### config.mk
export PLATFORM = sky130hd
export DESIGN_NAME = ad7673_conv_sequencer
export DESIGN_NICKNAME = d
export VERILOG_FILES = /design/src/rtl/ad7673_conv_sequencer.sv
export SDC_FILE = /design/constraint.sdc
export NUM_CORES = 1
export LEC_CHECK = 0
export ABC_AREA = 1
export CAP_MARGIN = 10
export CORE_MARGIN = 4
export CORE_UTILIZATION = 51
export DETAILED_ROUTE_END_ITERATION = 10
export PLACE_DENSITY = 0.84
export RECOVER_POWER = 50
export SYNTH_ARGS = -nofsm -noshare
export SYNTH_HDL_FRONTEND = slang
export SYNTH_SLANG_ARGS = --single-unit
export TNS_END_PERCENT = 10
### constraint.sdc
create_clock -name clk -period 1.6 [get_ports clk]
set_input_delay 0.24 -clock clk [delete_from_list [all_inputs] [get_ports clk]]
set_output_delay 0.24 -clock clk [all_outputs]
set_load 0.03 [all_outputs]
### src/rtl/ad7673_conv_sequencer.sv
`timescale 1ns/1ps
// Purpose: periodic AD7673 conversion sequencer; drives CNVST_N, tracks BUSY with a timeout,
//          and converts the 18-bit two's-complement result to an offset-binary sample.
// Latency: sample_valid rises 1 cycle after LATCH (BUSY fall plus 2 sync flops plus LATCH).
// Backpressure: one-entry valid/ready output; a new sample arriving while the held sample
//               is stalled is dropped and flags overrun.
//
// Ports:
//   clk, reset           system clock, synchronous active-high reset
//   enable               run periodic conversions (interval counter held at 0 when low)
//   clear_err            pulse clears the sticky overrun / timeout_err flags
//   BUSY, AD7673_DATA    ADC handshake (async, synchronised here) and parallel result
//   CNVST_N              registered convert-start strobe, active low
//   sample_data/_valid   offset-binary sample; sample_ready accepts it
//   overrun              sticky: tick missed or sample dropped
//   timeout_err          sticky: BUSY did not toggle within BUSY_TIMEOUT_CLK cycles
module ad7673_conv_sequencer #(
    parameter int SAMPLE_INTERVAL_CLK = 3000,
    parameter int CNVST_LOW_CLK       = 4,
    parameter int BUSY_TIMEOUT_CLK    = 200,
    parameter int OUT_WIDTH           = 10
) (
    input  logic                 clk,
    input  logic                 reset,
    input  logic                 enable,
    input  logic                 clear_err,
    input  logic                 BUSY,
    input  logic [17:0]          AD7673_DATA,
    output logic                 CNVST_N,
    output logic [OUT_WIDTH-1:0] sample_data,
    output logic                 sample_valid,
    input  logic                 sample_ready,
    output logic                 overrun,
    output logic                 timeout_err
);

    localparam int IW = (SAMPLE_INTERVAL_CLK > 1) ? $clog2(SAMPLE_INTERVAL_CLK) : 1;
    localparam int LW = $clog2(CNVST_LOW_CLK + 1);
    localparam int TW = $clog2(BUSY_TIMEOUT_CLK + 1);

    localparam logic [IW-1:0] IVL_LAST = IW'(SAMPLE_INTERVAL_CLK - 1);
    localparam logic [LW-1:0] LOW_LAST = LW'(CNVST_LOW_CLK - 1);
    localparam logic [TW-1:0] TO_LAST  = TW'(BUSY_TIMEOUT_CLK - 1);

    typedef enum logic [2:0] {
        IDLE,
        CONV_LOW,
        WAIT_RISE,
        WAIT_FALL,
        LATCH
    } state_t;

    state_t                 state_q, state_d;
    logic [IW-1:0]          ivl_cnt_q, ivl_cnt_d;
    logic [LW-1:0]          low_cnt_q, low_cnt_d;
    logic [TW-1:0]          to_cnt_q, to_cnt_d;
    logic                   busy_meta_q, busy_meta_d;
    logic                   busy_s_q, busy_s_d;
    logic                   cnvst_n_q, cnvst_n_d;
    logic [OUT_WIDTH-1:0]   sample_data_q, sample_data_d;
    logic                   sample_valid_q, sample_valid_d;
    logic                   overrun_q, overrun_d;
    logic                   timeout_err_q, timeout_err_d;

    logic                   tick;
    logic                   tick_miss;
    logic                   timeout_evt;
    logic                   new_sample;
    logic                   drop;
    logic                   xfer;
    logic [OUT_WIDTH-1:0]   conv_sample;
    logic                   data_unused;

    // Low result bits below the output width are truncated, not rounded.
    assign data_unused = ^AD7673_DATA;
    assign conv_sample = {~AD7673_DATA[17], AD7673_DATA[16 -: OUT_WIDTH-1]};

    always_comb begin
        busy_meta_d = BUSY;
        busy_s_d    = busy_meta_q;

        // Interval counter: tick on the SAMPLE_INTERVAL_CLK-th enabled cycle, then wrap.
        tick      = enable && (ivl_cnt_q == IVL_LAST);
        ivl_cnt_d = (!enable || tick) ? '0 : ivl_cnt_q + 1'b1;

        state_d     = state_q;
        low_cnt_d   = low_cnt_q;
        to_cnt_d    = to_cnt_q;
        cnvst_n_d   = cnvst_n_q;
        timeout_evt = 1'b0;
        new_sample  = 1'b0;

        case (state_q)
            IDLE: begin
                cnvst_n_d = 1'b1;
                if (tick) begin
                    state_d   = CONV_LOW;
                    cnvst_n_d = 1'b0;
                    low_cnt_d = '0;
                end
            end
            CONV_LOW: begin
                if (low_cnt_q == LOW_LAST) begin
                    state_d   = WAIT_RISE;
                    cnvst_n_d = 1'b1;
                    to_cnt_d  = '0;
                end else begin
                    low_cnt_d = low_cnt_q + 1'b1;
                end
            end
            WAIT_RISE: begin
                if (busy_s_q) begin
                    state_d  = WAIT_FALL;
                    to_cnt_d = '0;
                end else if (to_cnt_q == TO_LAST) begin
                    state_d     = IDLE;
                    timeout_evt = 1'b1;
                end else begin
                    to_cnt_d = to_cnt_q + 1'b1;
                end
            end
            WAIT_FALL: begin
                if (!busy_s_q) begin
                    state_d = LATCH;
                end else if (to_cnt_q == TO_LAST) begin
                    state_d     = IDLE;
                    timeout_evt = 1'b1;
                end else begin
                    to_cnt_d = to_cnt_q + 1'b1;
                end
            end
            LATCH: begin
                // Two sync flops after BUSY fall give the parallel bus ample setup.
                new_sample = 1'b1;
                state_d    = IDLE;
            end
            default: begin
                state_d   = IDLE;
                cnvst_n_d = 1'b1;
            end
        endcase

        // A tick that lands while a conversion is in flight is lost; the counter keeps running.
        tick_miss = tick && (state_q != IDLE);

        xfer           = sample_valid_q && sample_ready;
        drop           = 1'b0;
        sample_data_d  = sample_data_q;
        sample_valid_d = sample_valid_q;
        if (new_sample) begin
            if (sample_valid_q && !sample_ready) begin
                drop = 1'b1;
            end else begin
                // Either empty or draining this cycle: the new sample takes the slot.
                sample_data_d  = conv_sample;
                sample_valid_d = 1'b1;
            end
        end else if (xfer) begin
            sample_valid_d = 1'b0;
        end

        // A same-cycle error event beats clear_err.
        overrun_d     = (overrun_q && !clear_err) || tick_miss || drop;
        timeout_err_d = (timeout_err_q && !clear_err) || timeout_evt;
    end

    always_ff @(posedge clk) begin
        if (reset) begin
            state_q        <= IDLE;
            ivl_cnt_q      <= '0;
            low_cnt_q      <= '0;
            to_cnt_q       <= '0;
            busy_meta_q    <= 1'b0;
            busy_s_q       <= 1'b0;
            cnvst_n_q      <= 1'b1;
            sample_data_q  <= '0;
            sample_valid_q <= 1'b0;
            overrun_q      <= 1'b0;
            timeout_err_q  <= 1'b0;
        end else begin
            state_q        <= state_d;
            ivl_cnt_q      <= ivl_cnt_d;
            low_cnt_q      <= low_cnt_d;
            to_cnt_q       <= to_cnt_d;
            busy_meta_q    <= busy_meta_d;
            busy_s_q       <= busy_s_d;
            cnvst_n_q      <= cnvst_n_d;
            sample_data_q  <= sample_data_d;
            sample_valid_q <= sample_valid_d;
            overrun_q      <= overrun_d;
            timeout_err_q  <= timeout_err_d;
        end
    end

    assign CNVST_N      = cnvst_n_q;
    assign sample_data  = sample_data_q;
    assign sample_valid = sample_valid_q;
    assign overrun      = overrun_q;
    assign timeout_err  = timeout_err_q;

endmodule

==> flow_summary.toml <==
[synthesis]
ys_ff_latch = 42
post_synth_num_cell_types = 27
netlist_area_mm2 = 0.00199
synth_top_area_cell = "dfxtp_1"
synth_nets = 320
syn_avg_cell_area_um2 = 6.80
seq_area_frac_synth_pct = 42.3
ys_top_cells_by_count = "nand2_1, nor2_1, dfxtp_1, inv_1, a21oi_1"
syn_inst = 292
yosysWarnings = 0
synth_top_area_share_pct = 42.3
synth_edf_count = 0
synth_most_common_cell = "nand2_1"
synth_ff_type = "dfxtp_1"
synthArstFlopShare_pct = 0
synth_area_leaders = "dfxtp_1, nand2_1, nor2_1, inv_1, a21oi_1"

[sta]
post-route-period-util_pct = 96.8
setup_violations = 0
worst_pin_slew_ps = 606
fin_crit_ps = 1550
hold_viol = 0
fin_skew_ps = 4.49
fmax_ghz = 0.646
hold_ws_ps = 419
rsz0062_at_grt = "yes"
final.setup.worst_slack_ps = 51.5
relSlewSlack_pct = 59.6
slew_viol_final = 0

[floorplan]
rows = 22
ios = 38
die_w_um = 70.4
die_h_um = 70.4
fp.dieArea_mm2 = 0.00496
start_util_pct = 53.4
core-area_mm2 = 0.00372

[final_layout]
antenna-diode-count = 0
nets = 357
utilization_pct = 65.5
final_area_mm2 = 0.00243
fillers = 350
areaGrowthSynthToFinish_pct = 22.5
drive_gt1_share_pct = 7.88

[placed_design]
gp_congestion = 0.873
post-place-ws_ps = 86.0
port_buffers = 29
place_area_mm2 = 0.00235
dp_hpwl_um = 3100

[worst_setup_path]
cp.depth = 1
r2r_slack_ps = 160
cp.required_ps = 1360
critical-path-top-delay-family = "buffers and inverters"
ff2ff_path_depth = 8
crit_path_end = "sample_data[3]"
critPathLaunch = "sample_data[3]"
r2r-start = "to_cnt_q[1]"
cp_max_fo = 2
critPathArrivalTime_ps = 1310
path_cells = "clkdlybuf4s50_1"
critPathBufInv = 1
end_kind = "output port"
start_kind = "register"
rr_endpoint = "to_cnt_q[3]"
crit_slowest_cell = "clkdlybuf4s50_1"
path_class = "reg -> out"
cpPeakStageDelay_ps = 680

[pwr]
p_sw_uw = 500
swShare_pct = 24.8
pwr-share-comb_pct = 11.1
power_frac_seq_pct = 54.4
leakage_uw = 0.000947
power_density_mw_per_mm2 = 828
clock_power_share_pct = 34.5
vdd_ir_drop_max_v = 0.000534
internal_power_uw = 1510

[clock_tree]
clk_pin_slew_worst_paths_ps = 80
cts_hold_buf = 0
clock_sinks = 42
cts_tree = "yes"
worstSkewPairLatency_ps = 290
cts_htree_levels = 2
root_buffer = "clkbuf_8"
cts_made_buffers = 5
cts_buffer_depth = 2

[status]
status = "finished, final reports clean"

[global_route]
overflow = 0
grt_pass1_vias = 1707
antenna_found_initial = 0
grt_pass1_wl_um = 7180
grt_max_degree = 20
grt_usage_pct = 17.6

[route]
drtIter0Drc = 143
postRouteAntennaNets = 0
num_vias = 1881
wl_per_cell_um = 11.0
drc_errors = 0
viasPerCell = 4.98
first_pass_iters = 4
routed_wl_um = 4160

[hold_path]
holdCritPathClass = "reg -> reg"

[run]
cap_violations = 0
[state kept, by name, summed over array words and instances (netlist names)]
| register | flops |
|---|---|
| ivl_cnt_q | 12 |
| sample_data | 10 |
| to_cnt_q | 8 |
| low_cnt_q | 3 |
| state_q | 3 |
| CNVST_N | 1 |
| busy_meta_q | 1 |
| busy_s_q | 1 |
| overrun | 1 |
| sample_valid | 1 |
| timeout_err | 1 |
[timing repair]
| action | CTS | global route |
|---|---|---|
| resized for setup | 0 | 7 |
| setup buffers | 0 | 1 |
| setup endpoints to repair | 0 | 12 |
[worst min-delay path by stage]
stage                  from            to  slack, ps  cells after the start
6_report       ivl_cnt_q[0]  ivl_cnt_q[0]        420                      1
5_1_grt        ivl_cnt_q[0]  ivl_cnt_q[0]        440                      1
4_1_cts         busy_meta_q      busy_s_q        420                      2
3_5_place_dp    busy_meta_q      busy_s_q        410                      2
3_3_place_gp    busy_meta_q      busy_s_q        410                      2
2_1_floorplan         reset  sample_valid        310                      1
[power groups by stage]
stage,Combinational [µW],Sequential (µW),Clock (µW)
6_report,224,1090,695
5_1_grt,256,1100,756
4_1_cts,229,1090,711
3_5_place_dp,228,1120,0
3_3_place_gp,219,1120,0
2_1_floorplan,146,1120,0
[through the flow]
stage,total power (µW),instances,TNS [ps]
final,2010,378,0
after floorplan,1260,292,0
after CTS,2030,377,0
after global routing,2110,378,-37.2
after detailed placement,1350,369,0
after global placement,1340,369,0
[placed cells by master, fill, tap and decap left out, types with 2 or more instances in the layout]
| master | synthesis | final |
|---|---|---|
| clkbuf_8 | 0 | 6 |
| dfxtp_2 | 0 | 2 |
| clkdlybuf4s50_1 | 0 | 25 |
| ha_1 | 4 | 3 |
| dfxtp_1 | 42 | 40 |
| nor2_1 | 45 | 45 |
| a21oi_1 | 30 | 30 |
| nand3_1 | 18 | 18 |
| nand4_1 | 7 | 7 |
| nor3b_1 | 2 | 2 |
| inv_1 | 42 | 42 |
| clkbuf_1 | 2 | 5 |
| or2_2 | 3 | 3 |
| nor3_1 | 4 | 4 |
| nor2_2 | 3 | 3 |
| buf_4 | 0 | 4 |
| nand2_1 | 59 | 58 |
| nand2_2 | 1 | 2 |
| o21ai_0 | 16 | 16 |
[layer usage]
layer | vias to the layer above | wire [µm] | track usage (%)
met5 | - | 0 | 0
met4 | 0 | 60 | 5.74
met3 | 6 | 192 | 4.75
met2 | 37 | 1960 | 30.1
met1 | 840 | 1950 | 21.2
li1 | 998 | - | -
[cells by family after synthesis]
group,Yosys count,share of synthesized area [%]
buffers and inverters,48,9.26
xor gates and xnor gates,1,0.441
DFF,42,42.3
and+or+nand+nor,149,33.1
adders and majority gates,4,2.52
AOI/OAI and AO/OA,48,12.3
[area by class of cell]
class | instances | area [µm²] | area share, %
clock inverter | 1 | 5.00 | 0.206
timing repair buffer | 35 | 310 | 12.8
inverter | 43 | 161 | 6.64
clock buffer | 7 | 86.3 | 3.55
multi-input combinational | 202 | 966 | 39.7
sequential | 42 | 843 | 34.7
tap | 48 | 60.1 | 2.47
No activity file was read; power rests on OpenSTA's default activity.
